### src/rtl/bcd2bin_arbiter.sv
// Four-requester round-robin arbiter that shares one bcd2bin converter.
// Define BCD2BIN_ARB_CHECK_EN to reject words with a nibble above 9 via err instead of converting them.
module bcd2bin_arbiter #(
    parameter int W = 14
) (
    input  logic         clk,
    input  logic         reset,
    input  logic [3:0]   req,
    input  logic [63:0]  bcd_in,
    output logic [3:0]   ack,
    output logic [3:0]   err,
    output logic [3:0]   grant,
    output logic [W-1:0] bin_out,
    output logic         conv_start,
    output logic [3:0]   conv_bcd0,
    output logic [3:0]   conv_bcd1,
    output logic [3:0]   conv_bcd2,
    output logic [3:0]   conv_bcd3,
    input  logic         conv_ready,
    input  logic         conv_done_tick,
    input  logic [W-1:0] conv_bin
);

    typedef enum logic [1:0] {
        IDLE,
        LAUNCH,
        WAIT,
        DONE
    } state_t;

    state_t      state;
    logic [1:0]  ptr;
    logic [1:0]  gidx;
    logic [1:0]  sel_idx;
    logic        sel_valid;
    logic [15:0] sel_word;
    logic        take_err;

    // Scan from ptr upward so the most recently served requester has lowest priority.
    always_comb begin
        logic [1:0] idx;
        sel_idx   = ptr;
        sel_valid = 1'b0;
        idx       = ptr;
        for (int k = 3; k >= 0; k--) begin
            idx = ptr + 2'(k);
            if (req[idx]) begin
                sel_idx   = idx;
                sel_valid = 1'b1;
            end
        end
    end

    assign sel_word = bcd_in[{sel_idx, 4'b0000} +: 16];

`ifdef BCD2BIN_ARB_CHECK_EN
    assign take_err = (sel_word[3:0]   > 4'd9) || (sel_word[7:4]   > 4'd9) ||
                      (sel_word[11:8]  > 4'd9) || (sel_word[15:12] > 4'd9);
`else
    assign take_err = 1'b0;
    assign err      = 4'b0000;
`endif

    always_ff @(posedge clk or posedge reset) begin
        if (reset) begin
            state      <= IDLE;
            ptr        <= 2'd0;
            gidx       <= 2'd0;
            grant      <= 4'b0000;
            ack        <= 4'b0000;
            conv_start <= 1'b0;
            bin_out    <= '0;
            conv_bcd0  <= 4'd0;
            conv_bcd1  <= 4'd0;
            conv_bcd2  <= 4'd0;
            conv_bcd3  <= 4'd0;
`ifdef BCD2BIN_ARB_CHECK_EN
            err        <= 4'b0000;
`endif
        end else begin
            case (state)
                IDLE: begin
                    if (conv_ready && sel_valid) begin
                        gidx  <= sel_idx;
                        grant <= 4'b0001 << sel_idx;
                        if (take_err) begin
`ifdef BCD2BIN_ARB_CHECK_EN
                            err <= 4'b0001 << sel_idx;
`endif
                            state <= DONE;
                        end else begin
                            conv_bcd0  <= sel_word[3:0];
                            conv_bcd1  <= sel_word[7:4];
                            conv_bcd2  <= sel_word[11:8];
                            conv_bcd3  <= sel_word[15:12];
                            conv_start <= 1'b1;
                            state      <= LAUNCH;
                        end
                    end
                end
                LAUNCH: begin
                    conv_start <= 1'b0;
                    state      <= WAIT;
                end
                WAIT: begin
                    if (conv_done_tick) begin
                        bin_out <= conv_bin;
                        ack     <= 4'b0001 << gidx;
                        state   <= DONE;
                    end
                end
                DONE: begin
                    ack   <= 4'b0000;
                    grant <= 4'b0000;
                    ptr   <= gidx + 2'd1;
`ifdef BCD2BIN_ARB_CHECK_EN
                    err   <= 4'b0000;
`endif
                    state <= IDLE;
                end
                default: state <= IDLE;
            endcase
        end
    end

endmodule

### config.mk
export PLATFORM = sky130hd
export DESIGN_NAME = bcd2bin_arbiter
export DESIGN_NICKNAME = d
export VERILOG_FILES = /design/src/rtl/bcd2bin_arbiter.sv
export SDC_FILE = /design/constraint.sdc
export NUM_CORES = 1
export LEC_CHECK = 0
export BUFFER_PORTS_ARGS = -buffer_cell sky130_fd_sc_hd__clkbuf_2
export CORE_UTILIZATION = 40
export CTS_BUF_LIST = sky130_fd_sc_hd__clkbuf_2 sky130_fd_sc_hd__clkbuf_4 sky130_fd_sc_hd__clkbuf_8
export DETAILED_ROUTE_END_ITERATION = 16
export PLACE_DENSITY = 0.71
export SYNTH_ARGS = -nofsm -noshare
export SYNTH_HDL_FRONTEND = slang
export SYNTH_SLANG_ARGS = --single-unit
### constraint.sdc
create_clock -name clk -period 2 [get_ports clk]
set_clock_uncertainty 0.05 [all_clocks]
set_input_delay 0.2 -clock clk [delete_from_list [all_inputs] [get_ports clk]]
set_output_delay 0.2 -clock clk [all_outputs]
set_load 0.005 [all_outputs]
==> impl_results.md <==
- WHS: 0.0813 ns
- Placed Area: 0.00350 mm²
- Die Width: 85.4 µm
- Synth-to-Final Area Change: 30.9%
- Core ar.: 0.00676 mm²
- Hold WC Path Type: primary input to flop
- Highest-delay cell along the critical path: dfrtp_1
- Vias/cell: 5.67
- Final setup TNS: 0 ns
- Synth cell types: 42
- Fmax: 0.559 GHz
- Post-synth EDFFs: 0
- Ant diodes: 0
- Layout cells sized above 1: 49.0%
- Crit path buf inv count: 2
- Static leakage: 1.75 nW
- Final nets: 485
- Die area: 0.00728 mm²
- Endpoints failing setup: 0
- Outcome: complete, no violations
- CP dominant cell by count: buf_4
- CTS tree: done
- YS warnings: 0
- Crit path cell chain: buf_4 -> nor2b_2 -> nor2_1 -> buf_4 -> a21o_1 -> a221oi_1 -> a31oi_1
- Critical path startpoint category: flop
- Clock Sinks: 45
- Antenna Nets Post-Route: 0
- Max stage delay on crit path: 0.39 ns
- Seq cells post-synth: 45
- Cell count after synthesis: 262
- RSZ-0062 raised after global routing: no
- Critical Path RT: 2.13 ns
- Slew Viols, Final: 0
- Critical path class: flop to flop
- DRT Pass-1 Iters: 4
- Tmin final: 1.79 ns
- Cell taking the most area after synthesis: dfrtp_1
- Max IR drop VDD: 0.429 mV
- Sequential area share after synthesis: 40.5%
- DP Wirelength: 5.77 mm
- Final instance area: 0.00364 mm²
- Syn_area_per_cell: 10.6 µm²
- GPL Wtd Cong: 0.822
- Clock Latency Late Sink: 0.30 ns
- Overflow after GRT: 0
- Post-synth ARST share: 100%
- CP delay by family, top: compound AO/OA/AOI/OAI gates
- Initial antenna violation count: 0
- DRC: 0
- PwrDens: 1260 mW/mm²
- Max cap viols: 0
- CTS Buf Count: 5
- First-pass GRT wire length: 12.2 mm
- Crit-path max FO: 12
- Clk root buf: clkbuf_8
- Port bufs: 124
- Crit end category: flop
- Final hold violations: 0
- Die Y: 85.4 µm
- Htree depth: 2
- Drt total wl: 7.66 mm
- Critical Path AT: 1.92 ns
- CTS Buffer Depth: 2
- Wire length per cell: 16.2 µm
- Worst-path clk slew: 0.09 ns
- Netlist area before placement: 0.00278 mm²
- Synth top area share: 40.5%
- Flop2flop setup slack: 0.21 ns
- Overall Global Routing Usage: 21.1%
- First DRT Iteration DRCs: 150
- Initial Util: 41.1%
- Via count: 2,678
- I/O pin count: 129
- Vias in the first global route: 2,492
- Row cnt: 30
- Tcrit/Tclk final: 89.5%
- Area contributors post-synth: dfrtp_1 (41%), nand4b_1 (10%), mux2_2 (5.7%), a221oi_2 (4.9%), a21o_1 (4.3%)
- Top FF cell, synth: dfrtp_1
- Pin count of the biggest net entering global routing: 23
[layout make-up]
type	instances	area, µm²
Clock buffer	5	68.8
Fill cell	611	3120
Inverter	8	30.0
Multi-Input combinational cell	187	1490
Timing Repair Buffer	144	798
Tap cell	80	100
Sequential cell	45	1130
Clock inverter	3	22.5
[flip-flops by register name, indices dropped and copies added (netlist names), 2 cells and up]
register / flops
gidx: 2
conv_bcd3: 4
grant: 4
ptr: 2
conv_bcd2: 4
ack: 4
conv_bcd1: 4
bin_out: 14
state: 2
conv_bcd0: 4
[cell usage in the layout (no fill, tap or decap), types with 2 or more instances in the layout]
| cell | count |
|---|---|
| clkbuf_8 | 5 |
| inv_1 | 5 |
| nor2b_1 | 5 |
| nand4b_1 | 32 |
| a221oi_2 | 9 |
| a32o_1 | 2 |
| buf_12 | 2 |
| nor2_1 | 23 |
| nand2_1 | 9 |
| a31oi_1 | 17 |
| inv_2 | 3 |
| o21ai_2 | 2 |
| nor3b_1 | 2 |
| mux2_2 | 14 |
| a221oi_1 | 7 |
| clkinvlp_4 | 3 |
| nand2_2 | 2 |
| conb_1 | 4 |
| o21ai_0 | 7 |
| a21oi_2 | 2 |
| ha_1 | 8 |
| a21oi_1 | 2 |
| nand2b_1 | 3 |
| nor2b_2 | 2 |
| a21o_1 | 16 |
| clkbuf_2 | 124 |
| o221ai_2 | 2 |
| a22o_1 | 4 |
| dfrtp_1 | 45 |
| buf_4 | 17 |
[Yosys cell counts, types with 3 or more instances]
library cell	instances
nor2b_1	5
a22o_1	4
ha_1	8
nor2_1	23
buf_4	12
nand4b_1	32
a21o_1	16
inv_1	6
a221oi_2	9
dfrtp_1	45
nand2b_1	3
a31oi_1	17
nand2_1	9
buf_2	4
mux2_2	14
a221oi_1	7
clkbuf_1	7
o21ai_0	7
[worst reg2reg max path, stage by stage (launching register included)]
cell	delay (ns)
dfrtp_1	0.39
buf_4	0.16
nor2b_2	0.19
nor2_1	0.15
buf_4	0.22
a21o_1	0.19
a221oi_1	0.21
a31oi_1	0.12
[routing by layer]
layer,track usage (%),vias to the layer above,share of wire (%)
met5,0,-,0
met4,5.45,0,0.91
met3,3.99,9,8.5
met2,33.1,141,46
met1,30.1,1282,44
li1,-,1246,-
[power breakdown]
part           internal, W  total [W]  switching [W]
Sequential         0.00136    0.00162       0.000263
Combinational      0.00114    0.00239        0.00124
Clock             0.000246   0.000586       0.000340
[worst paths after layout]
path,endpoint,startpoint,cells after the start
worst max register to register,conv_bcd0[2],ptr[0],7
worst min register to register,grant[0],grant[0],1
max in group asynchronous,conv_bcd2[3],reset,4
worst max-delay path,conv_bcd0[2],ptr[0],7
min in group asynchronous,bin_out[8],reset,3
worst min-delay path,bin_out[12],conv_bin[12],2
[metrics by stage]
stage | total power [W] | instances | setup slack (ns) | util, %
floorplan | 0.00310 | 265 | 0.269 | -
global placement | 0.00394 | 460 | 0.0712 | 51.8
detailed placement | 0.00402 | 460 | -0.0189 | 51.8
CTS | 0.00460 | 469 | 0.0223 | 53.3
global route | 0.00496 | 472 | 0.0573 | 53.9
finish | 0.00459 | 472 | 0.211 | 53.9
[what timing repair did]
action | 4_1_cts | 5_1_grt
hold endpoints to repair | 20 | 0
hold buffers | 1 | 0
setup buffers | 0 | 3
resized for setup | 0 | 1
setup endpoints to repair | 0 | 17
[logic make-up after synthesis]
logic type | share of synthesized area, %
compound gates | 24.5
fa+ha+maj | 3.60
buf+inv | 6.80
flops | 40.5
mux | 6.03
other cells | 0.135
simple gates | 18.4
Power figures use the tool's default switching activity.
